--- src/rtl/alu_seq.sv ---
// alu_seq : sequenced single-issue ALU with a valid/ready request and
// result handshake.
//
// A request (in_op one-hot, in_a, in_b) is captured when in_valid and
// in_ready are both high. Non-shift operations produce their result one
// cycle later. Shifts use a serial one-bit-per-cycle datapath by default,
// so a shift by N delivers its result N+1 cycles after accept. A shift by
// zero behaves like a non-shift operation. A non-one-hot in_op is still
// accepted and answers with out_err = 1 and out_result = 0. The result is
// held in DONE until the consumer takes it.
//
// Build option:
//   ALU_SEQ_FAST_SHIFT_EN - when defined, shifts go through a barrel
//   shifter with latency 1 and the SHIFT state is never entered. The
//   results are identical in both builds.
//
// Parameters:
//   WIDTH      - operand/result width, power of two from 8 to 64
//
// Ports:
//   clk        - clock, rising edge
//   rst        - asynchronous active-high reset
//   in_valid   - request present
//   in_ready   - request accepted this cycle (IDLE only, low during reset)
//   in_op      - one-hot operation: 0 add, 1 sub, 2 xor, 3 or, 4 and,
//                5 sll, 6 srl, 7 sra, 8 slt, 9 sltu
//   in_a       - operand A
//   in_b       - operand B; low log2(WIDTH) bits are the shift amount
//   out_valid  - result available
//   out_ready  - consumer takes the result this cycle
//   out_result - operation result
//   out_err    - accepted in_op was not one-hot
//   busy       - state is not IDLE
module alu_seq #(
    parameter int WIDTH = 32
) (
    input  logic             clk,
    input  logic             rst,
    input  logic             in_valid,
    output logic             in_ready,
    input  logic [9:0]       in_op,
    input  logic [WIDTH-1:0] in_a,
    input  logic [WIDTH-1:0] in_b,
    output logic             out_valid,
    input  logic             out_ready,
    output logic [WIDTH-1:0] out_result,
    output logic             out_err,
    output logic             busy
);

    localparam int SW = $clog2(WIDTH);

    typedef enum logic [1:0] {
        IDLE,
        SHIFT,
        DONE
    } state_t;

    state_t           state;
    logic [SW-1:0]    shamt;
    logic             op_onehot;
    logic [WIDTH-1:0] alu_result;

`ifndef ALU_SEQ_FAST_SHIFT_EN
    localparam logic [SW-1:0] CNT_ONE = SW'(1);

    logic             is_shift;
    logic [SW-1:0]    cnt;
    logic [WIDTH-1:0] shift_q;
    logic [WIDTH-1:0] shift_next;
    logic [2:0]       shift_kind;

    assign is_shift = |in_op[7:5];
`endif

    assign shamt     = in_b[SW-1:0];
    assign op_onehot = (in_op != 10'd0) && ((in_op & (in_op - 10'd1)) == 10'd0);

    // Requests are only taken in IDLE, and never while reset is held, even
    // though the asynchronous reset already parks the state in IDLE.
    assign in_ready = (state == IDLE) && !rst;
    assign busy     = (state != IDLE);

    // Single-cycle result for every one-hot operation. In the serial build
    // the shift entries only matter for a zero shift amount, where the
    // result is operand A unchanged; nonzero shifts go through SHIFT.
    always_comb begin
        alu_result = '0;
        if (in_op[0]) begin
            alu_result = in_a + in_b;
        end else if (in_op[1]) begin
            alu_result = in_a - in_b;
        end else if (in_op[2]) begin
            alu_result = in_a ^ in_b;
        end else if (in_op[3]) begin
            alu_result = in_a | in_b;
        end else if (in_op[4]) begin
            alu_result = in_a & in_b;
`ifdef ALU_SEQ_FAST_SHIFT_EN
        end else if (in_op[5]) begin
            alu_result = in_a << shamt;
        end else if (in_op[6]) begin
            alu_result = in_a >> shamt;
        end else if (in_op[7]) begin
            alu_result = $signed(in_a) >>> shamt;
`else
        end else if (is_shift) begin
            alu_result = in_a;
`endif
        end else if (in_op[8]) begin
            alu_result = {{(WIDTH-1){1'b0}}, ($signed(in_a) < $signed(in_b))};
        end else if (in_op[9]) begin
            alu_result = {{(WIDTH-1){1'b0}}, (in_a < in_b)};
        end
    end

`ifndef ALU_SEQ_FAST_SHIFT_EN
    // One-bit step of the serial shifter. shift_kind keeps the captured
    // sll/srl/sra bits so later changes on in_op cannot disturb it.
    always_comb begin
        shift_next = shift_q;
        if (shift_kind[0]) begin
            shift_next = {shift_q[WIDTH-2:0], 1'b0};
        end else if (shift_kind[1]) begin
            shift_next = {1'b0, shift_q[WIDTH-1:1]};
        end else if (shift_kind[2]) begin
            shift_next = {shift_q[WIDTH-1], shift_q[WIDTH-1:1]};
        end
    end
`endif

    // Sequencer. IDLE captures a request and either finishes it at once
    // (DONE next cycle) or, for a nonzero serial shift, loads the counter
    // and enters SHIFT. SHIFT shifts once per cycle and leaves on the step
    // that takes the counter from 1 to 0, so a shift by N spends N cycles
    // there. DONE holds the registered result until it is consumed.
    always_ff @(posedge clk or posedge rst) begin
        if (rst) begin
            state      <= IDLE;
            out_valid  <= 1'b0;
            out_result <= '0;
            out_err    <= 1'b0;
`ifndef ALU_SEQ_FAST_SHIFT_EN
            cnt        <= '0;
            shift_q    <= '0;
            shift_kind <= '0;
`endif
        end else begin
            case (state)
                IDLE: begin
                    if (in_valid) begin
                        if (!op_onehot) begin
                            out_result <= '0;
                            out_err    <= 1'b1;
                            out_valid  <= 1'b1;
                            state      <= DONE;
                        end
`ifndef ALU_SEQ_FAST_SHIFT_EN
                        else if (is_shift && (shamt != '0)) begin
                            shift_q    <= in_a;
                            shift_kind <= in_op[7:5];
                            cnt        <= shamt;
                            state      <= SHIFT;
                        end
`endif
                        else begin
                            out_result <= alu_result;
                            out_err    <= 1'b0;
                            out_valid  <= 1'b1;
                            state      <= DONE;
                        end
                    end
                end
                SHIFT: begin
`ifndef ALU_SEQ_FAST_SHIFT_EN
                    shift_q <= shift_next;
                    cnt     <= cnt - CNT_ONE;
                    if (cnt == CNT_ONE) begin
                        out_result <= shift_next;
                        out_err    <= 1'b0;
                        out_valid  <= 1'b1;
                        state      <= DONE;
                    end
`else
                    state <= IDLE;
`endif
                end
                DONE: begin
                    if (out_ready) begin
                        out_valid <= 1'b0;
                        out_err   <= 1'b0;
                        state     <= IDLE;
                    end
                end
                default: begin
                    state <= IDLE;
                end
            endcase
        end
    end

endmodule

--- config.mk ---
export PLATFORM = sky130hd
export DESIGN_NAME = alu_seq
export DESIGN_NICKNAME = d
export VERILOG_FILES = /design/src/rtl/alu_seq.sv
export SDC_FILE = /design/constraint.sdc
export NUM_CORES = 1
export LEC_CHECK = 0
export CORE_MARGIN = 1
export CORE_UTILIZATION = 45
export CTS_CLUSTER_SIZE = 8
export DETAILED_ROUTE_END_ITERATION = 6
export PLACE_DENSITY = 0.67
export SLEW_MARGIN = 20
export SYNTH_ARGS = -nofsm -noshare
export SYNTH_HDL_FRONTEND = slang
export SYNTH_SLANG_ARGS = --single-unit
export TNS_END_PERCENT = 1
--- constraint.sdc ---
create_clock -name clk -period 2.6 [get_ports clk]
set_input_delay 0.26 -clock clk [delete_from_list [all_inputs] [get_ports clk]]
set_output_delay 0.26 -clock clk [all_outputs]
set_load 0.02 [all_outputs]
### Yosys cells after proc, flatten, opt, wreduce, memory -nomap -nowiden

Cells that the tools add are included.

| word-level totals | value |
|---|---|
| register bits after elaboration | 76 |
| word-level logic and storage cells | 84 |

| cells by class | value |
|---|---|
| mux-type cells | 41 |
| bitwise logic cells | 4 |
| reductions and logical operators | 17 |
| equal/unequal tests | 9 |
| order comparisons | 2 |
| add/sub/neg operators | 4 |

Operators by type and width:

| kind | count |
|---|---|
| $mux W32 | 15 |
| $pmux W32 S2 | 2 |
| $lt A32 B32 Y1 | 2 |
| $add A32 B32 Y32 | 1 |
| $and A32 B32 Y32 | 1 |
| $or A32 B32 Y32 | 1 |
| $sub A32 B32 Y32 | 1 |
| $xor A32 B32 Y32 | 1 |
| $mux W31 | 1 |
| $mux W5 | 3 |
| $reduce_and A4 Y1 | 3 |
| $mux W1 | 11 |
| $and A10 B10 Y10 | 1 |
| $logic_not A10 Y1 | 1 |
| $mux W2 | 5 |
| $pmux W5 S2 | 1 |
| $reduce_bool A10 Y1 | 1 |
| $sub A10 B1 Y10 const B | 1 |
| $ne A2 B2 Y1 const B | 4 |
| $pmux W1 S3 | 2 |
| $pmux W2 S3 | 1 |
| $eq A5 B1 Y1 const B | 1 |
| $reduce_and A5 Y1 | 1 |
| $reduce_bool A5 Y1 | 1 |
| 12 further kinds | 15 |

### Longest topological paths before layout

Gate-level depths: netlist of run 1.

| depth | value |
|---|---|
| depth after elaboration | 13 |
| depth in mapped cells | 14 |
| depth with buffers taken out | 14 |

### Least setup slack after synthesis of run 1

OpenSTA, ideal clock, no wires.

| timing | value |
|---|---|
| path kind | input-to-reg |
| start point | input port in_a[0] |
| end point | register out_result[22] |
| slack | -0.470 ns |
| arrival | 2.951 ns |
| buffers on the path | 0 |
| cell stages on the path | 12 |
| path through | ha_1 -> fa_1 -> a21o_1 -> a221o_1 -> a311oi_2 -> o31ai_2 -> a31oi_1 -> o21ai_1 -> a211o_1 -> a22oi_1 -> o211ai_1 -> o21a_1 |

| on the way | value |
|---|---|
| longest elaborated chain between the ends | 7 |

RTL lines:

| element | RTL line | source |
|---|---|---|
| start, declared | 42 | `input logic [WIDTH-1:0] in_a,` |
| $sub A32 B32 Y32 | 92 | `alu_result = in_a - in_b;` |
| $mux W32 | 91 | `end else if (in_op[1]) begin` |
| $mux W32 * | 89 | `if (in_op[0]) begin` |
| $mux W32 * | 159 | `else if (is_shift && (shamt != '0)) begin` |
| $mux W32 * | 152 | `if (!op_onehot) begin` |
| $mux W32 * | 151 | `if (in_valid) begin` |
| $pmux W32 S2 * | 149 | `case (state)` |
| end signal, assigned | 167 | `out_result <= alu_result;` |
| end signal, assigned | 179 | `out_result <= shift_next;` |
| end, declared | 46 | `output logic [WIDTH-1:0] out_result,` |

Every way passes the cells marked *; elsewhere a longest branch is shown, timed or not. The select of a mux whose other input is x is not followed.
A chain may end at the register's enable or synchronous reset.

### Worst setup path in the final report of run 1

| timing | value |
|---|---|
| start point | input port in_a[0] |
| end point | register out_result[18] |

Same word-level chain as after synthesis.

==> results of run 1 <==
## layer usage
metal	vias to the layer above	GRT usage, %
li1	5444	-
met1	5686	55.1
met2	669	55.9
met3	106	5.86
met4	2	11.9
met5	-	0
## placed cells by master, fill, tap and decap left out, drive strengths merged, types with 10 or more instances in the layout
master	Yosys	layout
a211oi	25	25
a21o	10	10
a21oi	132	132
a221o	12	12
a221oi	25	25
a31oi	15	15
buf	19	372
clkbuf	71	13
clkdlybuf4s50	0	72
dfrtp	76	76
dlygate4sd2	0	19
ha	101	101
inv	108	107
mux2	38	38
mux2i	25	25
nand2	124	124
nand2b	15	15
nand3	10	10
nor2	102	102
nor2b	10	10
nor3	17	17
nor4	11	11
o211ai	34	34
o21a	15	15
o21ai	129	129
o31ai	16	16
xnor2	23	23
## per-stage QoR
step | setup TNS, ns | setup WS, ns | power (mW) | util [%] | hold WS, ns
after floorplan | -5.98 | -0.270 | 3.77 | - | 0.410
after global placement | -67.18 | -1.31 | 5.53 | 64.6 | 0.475
after detailed placement | -65.66 | -1.38 | 5.59 | 64.8 | 0.487
after CTS | -4.66 | -0.276 | 7.43 | 70.9 | 0.280
after global routing | -6.73 | -0.378 | 7.98 | 72.5 | 0.316
final | -3.85 | -0.313 | 7.66 | 72.5 | 0.298
## repair_timing
action	4_1_cts	5_1_grt
endpoints found under the setup margin	74	66
pin swaps	61	43
buffers inserted	18	9
gates resized for setup	234	76
cloned	3	0
hold buffers	0	0
## cell families (layout without fill, tap and decap cells)
kind of cell,Yosys count,count (layout),synth area share [%]
buffers and inverters,199,604,8.12
AND/OR/NAND/NOR,323,323,15.4
flip-flops,76,76,20.0
XOR/XNOR,23,23,2.12
adder cells (fa/ha/maj),104,104,13.8
AO/OA/AOI/OAI,489,489,33.4
multiplexers,63,63,7.12
## power by group through the flow
| stage | Clock [mW] | Combinational [mW] | Sequential, mW |
|---|---|---|---|
| floorplan | 0 | 1.69 | 2.08 |
| global placement | 0 | 3.66 | 1.87 |
| detailed placement | 0 | 3.71 | 1.88 |
| CTS | 1.48 | 4.09 | 1.86 |
| global route | 1.51 | 4.56 | 1.91 |
| finish | 1.48 | 4.30 | 1.88 |
## area by class of cell
cell class / instances / share of cell area (%)
Clock inverter: 6 / 0.758
Inverter: 109 / 2.81
Sequential cell: 76 / 12.8
Clock buffer: 10 / 1.54
Timing Repair Buffer: 479 / 27.5
Tap cell: 270 / 2.27
Multi-Input combinational cell: 1002 / 52.4
## synthesized netlist by cell type, types with 11 or more instances
master / n
mux2_1: 22
a21oi_1: 132
a211oi_1: 25
o31ai_1: 15
xnor2_1: 23
nand2b_1: 14
o21a_1: 15
nor3_1: 17
ha_1: 101
mux2_2: 16
o211ai_1: 34
mux2i_1: 25
a31oi_1: 14
a221oi_1: 25
dfrtp_1: 76
clkbuf_1: 71
nor4_1: 11
nand2_1: 124
a221o_1: 12
o21ai_0: 121
inv_1: 107
nor2_1: 101
## state kept, by name, indices dropped and copies added, names as in the netlist
register	count
cnt	5
out_err	1
out_result	32
out_valid	1
shift_kind	3
shift_q	32
state	2
## worst min-delay path: stages
cell and delay, ns:
buf_6 0.08, buf_4 0.11, mux2_2 0.16
## worst max-delay path by stage
stage               depth (start not counted)  startpoint  slack [ns]             end
finish                                     15     in_a[0]       -0.31  out_result[18]
global route                               15     in_b[1]       -0.38  out_result[28]
CTS                                        15     in_a[0]       -0.28  out_result[22]
detailed placement                         14     in_b[0]       -1.38  out_result[28]
global placement                           14     in_b[0]       -1.31  out_result[28]
floorplan                                  11     in_a[0]       -0.27  out_result[18]
==> flow_metrics.tcl, run 1 <==
set metrics [dict create \
    outcome "finished, violations left" \
    violations "setup timing" \
    ir_drop_v 0.000368 \
    worstSkewPairLatency_ns 0.35 \
    worstRegToRegCells 8 \
    critPathMaxStageDelay_ns 0.39 \
    cts-buffers-inserted 9 \
    instances_no_fill 1952 \
    crit_type "in2reg" \
    power_frac_comb_pct 56.1 \
    ant_nets 0 \
    ys_seq_elements 76 \
    placementRows 52 \
    ys.flop_type "dfrtp_1" \
    dr.pass1.iters 6 \
    wl_met3_um 4190 \
    ff_latch_area_um2 1900 \
    wl_met2_um 17300 \
    clkPwrFrac_pct 19.3 \
    synth_edf_count 0 \
    die_w_um 147 \
    p_leak_nw 6.90 \
    cp-start-kind "input port" \
    vias_per_cell 6.10 \
    synth_fp_nets 1458 \
    rsz0062_at_grt "yes" \
    timing.final.hold_violations 0 \
    coreArea_um2 20500 \
    n_fill_cell 1647 \
    finClkSkew_ns 0.00864 \
    async_reset_ff_share_pct 100 \
    cp.arrival_ns 3.16 \
    max_slew_margin_pct 50.8 \
    top_layer "met5" \
    cts.sinks 76 \
    antenna_found_initial 1 \
    cp-end-kind "flip-flop" \
    drc 0 \
    nNetsFinal 1858 \
    wl_met1_um 18400 \
    die-area_um2 21700 \
    r2r-start "state[0]" \
    multi_input_area_um2 7780 \
    synth_top_area_share_pct 20.0 \
    gp_congestion 1.01 \
    die_h_um 147 \
    area_delta_synth_final_pct 56.1 \
    wl_per_cell_um 21.1 \
    dr.first_iter.drc_count 1284 \
    grt_use_total_pct 37.5 \
    crit_required_ns 2.85 \
    yosysTopAreaCell "dfrtp_1" \
    drv_cap 0 \
    min_from "in_op[5]" \
    ioPinCount 114 \
    timing.rr.end "out_result[18]" \
    start_util_pct 46.5 \
    grt_pass1_vias 11400 \
    fin_crit_sh_pct 112 \
    grt-ovfl-total 0 \
    synth_warnings 0 \
    root_buffer "clkbuf_16" \
    timing.final.ws_setup_ns -0.313 \
    cp_num_buf_inv 4 \
    netlist_area_um2 9520 \
    drive_gt1_share_pct 35.4 \
    clk_path_buf_depth 2 \
    pwr_density_cell_nw_per_um2 516 \
    grt_max_degree 71 \
    setup_violations 22 \
    cts_tree "built" \
    p_int_mw 4.58 \
    slowest_stage "a221o_1" \
    min_to "shift_kind[0]" \
    holdPathStages 3 \
    swShare_pct 40.3 \
    synth-seq-area-share_pct 20.0 \
    port_buffers 113 \
    vias 11900 \
    critPathMostFrequentCell "buf_4" \
    syn_inst 1277 \
    postPlaceCellArea_um2 13300 \
    reg2reg_setup_slack_ns 0.34 \
    grt_pass1_wl_um 63600 \
    fmax_ghz 0.343 \
    cp_top_family "compound AO/OA/AOI/OAI gates" \
    crit_path_cell_trace "buf_8 -> buf_6 -> ha_4 -> fa_2 -> a21o_1 -> a221o_1 -> a311oi_2 -> buf_4 -> o31ai_4 -> a31oi_4 -> buf_4 -> o21ai_2 -> o221a_2 -> o2111a_1 -> a311oi_1" \
    place_hpwl_um 30300 \
    synth_cell_types 78 \
    antenna_cells 0 \
    fin_crit_ns 2.91 \
    maxSlewViolCount 0 \
    wl_um 41200 \
    syn_avg_cell_area_um2 7.46 \
    tightest_slew_ns 0.738 \
    stdcell_area_um2 14900 \
    clk_pin_slew_ns 0.07 \
    path_max_fanout 4 \
    dp.cells 1906 \
    synth_area_leaders "dfrtp_1, ha_1, a21oi_1, o21ai_0, nand2_1" \
    p_switching_mw 3.09 \
    h-tree-depth 3 \
    power_frac_seq_pct 24.6 \
    hold_path.class "in2reg" \
]
(Power assumes the default switching activity.)
==> run 2: changes to the inputs <==
TNS_END_PERCENT = default   (was 1)
clock period = 3.8 ns   (was 2.6 ns; I/O delays follow)
==> run 2 against run 1 <==
Critical endpoint is now out_result[22]. Die area unchanged. Sequential share of layout area is 2.9 points higher. First-iteration DRC count decreased by 0.78%. The flow now finishes without violations. Clock skew barely moved.
==> flow_metrics.tcl, run 2 (synthesis gave the netlist of run 1 again) <==
set metrics [dict create \
    outcome "finished clean" \
    setup_violations 0 \
    port_buffers 113 \
    rsz0062_at_grt "no" \
    r2r-start "state[1]" \
    cts.sinks 76 \
    die-area_um2 21700 \
    grt_pass1_wl_um 55400 \
    cts-buffers-inserted 9 \
    finClkSkew_ns 0.00845 \
    dr.pass1.iters 7 \
    ioPinCount 114 \
    die_w_um 147 \
    clk_pin_slew_ns 0.06 \
    vias_per_cell 6.13 \
    fmax_ghz 0.271 \
    timing.final.ws_setup_ns 0.111 \
    p_int_mw 2.57 \
    final_common_cell "buf_4" \
    coreArea_um2 20500 \
    instances_no_fill 1736 \
    post_cts_buffers 0 \
    wl_per_cell_um 20.5 \
    ctsHoldBuffers 0 \
    crit_required_ns 4.03 \
    root_buffer "clkbuf_16" \
    timing.rr.end "shift_q[6]" \
    postPlaceCellArea_um2 11800 \
    worstSkewPairLatency_ns 0.34 \
    nNetsFinal 1643 \
    clk_path_buf_depth 2 \
    drv_cap 0 \
    fin_crit_ns 3.69 \
    pre_cts_slack_ns -0.198 \
    wl_um 35500 \
    dr.first_iter.drc_count 1274 \
    hold_path.class "in2async" \
    power_frac_seq_pct 29.1 \
    drive_gt1_share_pct 14.3 \
    ant_nets 0 \
    pwr_density_cell_nw_per_um2 367 \
    die_h_um 147 \
    grt-ovfl-total 0 \
    top_regs "out_result (32), shift_q (32), cnt (5)" \
    maxSlewViolCount 0 \
    max_slew_margin_pct 35.9 \
    reg2reg_setup_slack_ns 1.20 \
    start_util_pct 46.5 \
    grt_max_degree 71 \
    startpoint "in_a[1]" \
    swShare_pct 42.0 \
    path_max_fanout 4 \
    antenna_cells 0 \
    antenna_found_initial 0 \
    placementRows 52 \
    vias 10600 \
    p_switching_mw 1.87 \
    place_hpwl_um 27500 \
    cts_tree "built" \
    timing.final.hold_violations 0 \
    p_leak_nw 5.52 \
    mostFrequentLayoutCells "buf_4, a21oi_1, nand2_1" \
    crit_type "in2reg" \
    grt_pass1_vias 9714 \
    cp-end-kind "flip-flop" \
    gp_congestion 0.989 \
    tightest_slew_ns 0.957 \
    worstRegToRegCells 8 \
    ir_drop_v 0.000259 \
    stdcell_area_um2 12100 \
    cp-start-kind "input port" \
    clkPwrFrac_pct 17.5 \
    h-tree-depth 3 \
    grt_use_total_pct 32.8 \
    drc 0 \
    area_delta_synth_final_pct 26.8 \
    cp.arrival_ns 3.92 \
    fin_crit_sh_pct 97.1 \
    power_frac_comb_pct 53.4 \
    dp.cells 1721 \
]
## run 2: cell types whose count changed in the layout (fill, tap and decap cells not counted), sizes merged
cell | previous run | this run
buf | 372 | 152
bufbuf | 1 | 0
bufinv | 3 | 0
clkbuf | 13 | 12
clkdlybuf4s15 | 5 | 0
clkdlybuf4s50 | 72 | 112
dlygate4sd2 | 19 | 0
dlymetal6s2s | 7 | 0
## run 2: worst max-delay path, cell delays in order
cell	delay (ns)
clkdlybuf4s50_1	0.46
buf_4	0.16
buf_4	0.15
fa_1	0.44
a21o_1	0.19
a221o_1	0.37
a311oi_2	0.30
o31ai_2	0.17
a31oi_1	0.21
buf_4	0.16
o21ai_1	0.11
a211o_1	0.31
a22oi_1	0.27
o211ai_1	0.12
o21a_1	0.12
## run 2: power groups by stage
stage	Combinational [mW]	Clock, mW	Sequential, mW
6_report	2.37	0.778	1.29
5_1_grt	2.55	0.813	1.31
4_1_cts	2.33	0.782	1.28
3_5_place_dp	2.32	0	1.29
3_3_place_gp	2.30	0	1.29
2_1_floorplan	1.14	0	1.42
## run 2: repair_timing
item	4_1_cts	5_1_grt
gates resized for setup	0	5
hold endpoints to repair	0	0
setup endpoints to repair	0	6
## run 2: worst max-delay path by stage
stage / depth (start not counted) / endpoint / slack (ns)
after global placement: 15 / out_result[28] / -0.16
after floorplan: 12 / out_result[22] / 0.61
final: 15 / out_result[22] / 0.11
after CTS: 15 / out_result[22] / 0.15
after detailed placement: 15 / out_result[22] / -0.20
after global routing: 13 / out_result[30] / 0.02
## run 2: final cells by class
| cell class | count | area (um2) |
|---|---|---|
| fillers | 1986 | 8420 |
| multi-input cells | 1002 | 6890 |
| repair buffers | 264 | 2280 |
| flip-flops and latches | 76 | 1900 |
| inverters | 109 | 410 |
| well taps | 270 | 338 |
| clock buffers | 12 | 236 |
| clock inverters | 3 | 15.0 |
## run 2: metrics by stage
stage / utilization, % / hold slack (ns) / TNS (ns) / power, mW
global placement: 57.5 / 0.476 / -0.693 / 3.59
global route: 58.9 / 0.445 / 0 / 4.67
CTS: 58.8 / 0.403 / 0 / 4.40
floorplan: - / 0.471 / 0 / 2.57
finish: 58.9 / 0.390 / 0 / 4.44
detailed placement: 57.6 / 0.479 / -1.10 / 3.62
## run 2: per-layer routing
metal  up-vias  GRT usage (%)  wire length [um]
met5         -              0                 0
met4         0           9.38               764
met3        50           3.33              3090
met2       504           47.1             14800
met1      5078           51.0             16900
li1       5004              -                 -
==> run 3: changes to the inputs <==
RECOVER_POWER = 50   (was default)
==> run 3 against run 2 <==
The flow now finishes with violations (capacitance limit, slew limit). Clock skew about the same. First-iteration DRC count down 0.47%. Die area unchanged. Routed wire length up 0.17%. Core utilization about the same. Critical path type unchanged. Non-clock buffer count unchanged. Sequential cell count unchanged. Via count up 0.55%.
==> flow_metrics.tcl, run 3 (synthesis gave the netlist of run 1 again) <==
set metrics [dict create \
    vias 10700 \
    startpoint "in_a[1]" \
    holdPathStages 1 \
    ir_drop_v 0.000259 \
    violations "capacitance limit, slew limit" \
    antenna_cells 0 \
    antenna_found_initial 0 \
    cts_tree "built" \
    r2r-start "state[1]" \
    crit_required_ns 4.03 \
    dr.pass1.iters 5 \
    cp_top_family "compound AO/OA/AOI/OAI gates" \
    grt-ovfl-total 0 \
    wl_um 35600 \
    place_hpwl_um 27500 \
    critPathMaxStageDelay_ns 0.46 \
    grtUsageMet3_pct 3.33 \
    grt_max_degree 71 \
    nNetsFinal 1643 \
    area_delta_synth_final_pct 26.8 \
    placementRows 52 \
    grt_pass1_vias 9714 \
    drive_gt1_share_pct 14.2 \
    root_buffer "clkbuf_16" \
    final_common_cell "buf_4" \
    finClkSkew_ns 0.00863 \
    clk_path_buf_depth 2 \
    cp_num_buf_inv 4 \
    post_cts_buffers 0 \
    ant_nets 0 \
    n_fill_cell 1987 \
    dr.first_iter.drc_count 1268 \
    clk_pin_slew_ns 0.06 \
    pwr_density_cell_nw_per_um2 364 \
    vias_per_cell 6.16 \
    timing.final.hold_violations 0 \
    maxSlewViolCount 55 \
    fin_crit_ns 3.72 \
    tightest_slew_ns 1.62 \
    cts.sinks 76 \
    instances_no_fill 1736 \
    port_buffers 113 \
    critPathMostFrequentCell "buf_4" \
    worstSkewPairLatency_ns 0.34 \
    h-tree-depth 3 \
    met1_usage_pct 51.0 \
    grtUsageMet2_pct 47.1 \
    die_w_um 147 \
    timing.final.ws_setup_ns 0.0798 \
    drv_cap 2 \
    dp.cells 1721 \
    hold_ws_ns 0.486 \
    setup_violations 0 \
    utilization_pct 58.9 \
    reg2reg_setup_slack_ns 1.21 \
    wl_per_cell_um 20.5 \
    cts-buffers-inserted 9 \
    rsz0062_at_grt "no" \
    crit_type "in2reg" \
    coreArea_um2 20500 \
    top_regs "out_result (32), shift_q (32), cnt (5)" \
    die_h_um 147 \
    ioPinCount 114 \
    min_from "out_result[11]" \
    hold_path.class "reg2reg" \
    drc 0 \
    path_max_fanout 4 \
    timing.rr.end "shift_q[6]" \
    crit_cells 15 \
    start_util_pct 46.5 \
    worstRegToRegCells 8 \
    mostFrequentLayoutCells "buf_4, a21oi_1, nand2_1" \
    cp-start-kind "input port" \
    gr-max-usage-layer "met1" \
    gp_congestion 0.989 \
    outcome "finished, violations left" \
    cp-end-kind "flip-flop" \
    fin_tns_setup_ns 0 \
    crit_path_cell_trace "clkdlybuf4s50_1 -> buf_4 -> buf_4 -> fa_1 -> a21o_1 -> a221o_1 -> a311oi_2 -> o31ai_2 -> a31oi_1 -> buf_4 -> o21ai_1 -> a211o_1 -> a22oi_1 -> o211ai_1 -> o21a_1" \
    max_slew_margin_pct -8.22 \
    grt_use_total_pct 32.8 \
    die-area_um2 21700 \
    p_leak_nw 5.53 \
    fmax_ghz 0.269 \
    min_to "out_result[11]" \
    slowest_stage "clkdlybuf4s50_1" \
    cp.arrival_ns 3.95 \
    fin_crit_sh_pct 97.9 \
    pre_cts_slack_ns -0.198 \
    grt_pass1_wl_um 55400 \
]
-- run 3: cell types whose count changed in the layout (fill, tap and decap cells not counted) --
cell	change
clkdlybuf4s50_1	-19
buf_4	-2
dlygate4sd3_1	+19
clkbuf_1	+2
clkinvlp_2	+1
clkinv_2	-1
-- run 3: how the worst max path moves through the flow --
stage	to	slack (ns)
finish	out_result[22]	0.08
global route	out_result[30]	0.02
CTS	out_result[22]	0.15
detailed placement	out_result[22]	-0.20
global placement	out_result[28]	-0.16
floorplan	out_result[22]	0.61
-- run 3: layer usage --
layer  routed length, um  vias up
met4                 789        0
met1               16800     5126
li1                    -     5003
met5                   0        -
met2               14900      513
met3                3100       53
-- run 3: area by class of cell --
cell class                 instances  area (um2)  share of cell area (%)
clock buffer                      12         236                    1.96
sequential                        76        1900                    15.8
multi-input combinational       1002        6890                    57.1
inverter                         109         410                    3.40
tap                              270         338                    2.80
clock inverter                     3        15.0                   0.124
timing repair buffer             264        2280                    18.9
-- run 3: repair_timing --
action | CTS | global route
hold buffers | 0 | 0
gates resized for setup | 0 | 5
setup endpoints to repair | 0 | 6
-- run 3: worst reg2reg max path: stages, from the launching register on --
cell and delay (ns):
dfrtp_1 0.36, inv_1 0.08, ha_2 0.17, inv_1 0.39
nor2_1 0.23, nor2_4 0.50, buf_12 0.26, buf_4 0.16
mux2_2 0.32
-- run 3: per-stage QoR --
step | area [um2] | power, mW
finish | 12100 | 4.40
global route | 12100 | 4.63
CTS | 12100 | 4.40
detailed placement | 11800 | 3.62
global placement | 11800 | 3.59
floorplan | 9520 | 2.57
-- run 3: where the power goes --
group | internal (mW) | switching (mW)
Combinational | 1.04 | 1.30
Sequential | 1.06 | 0.223
Clock | 0.436 | 0.340
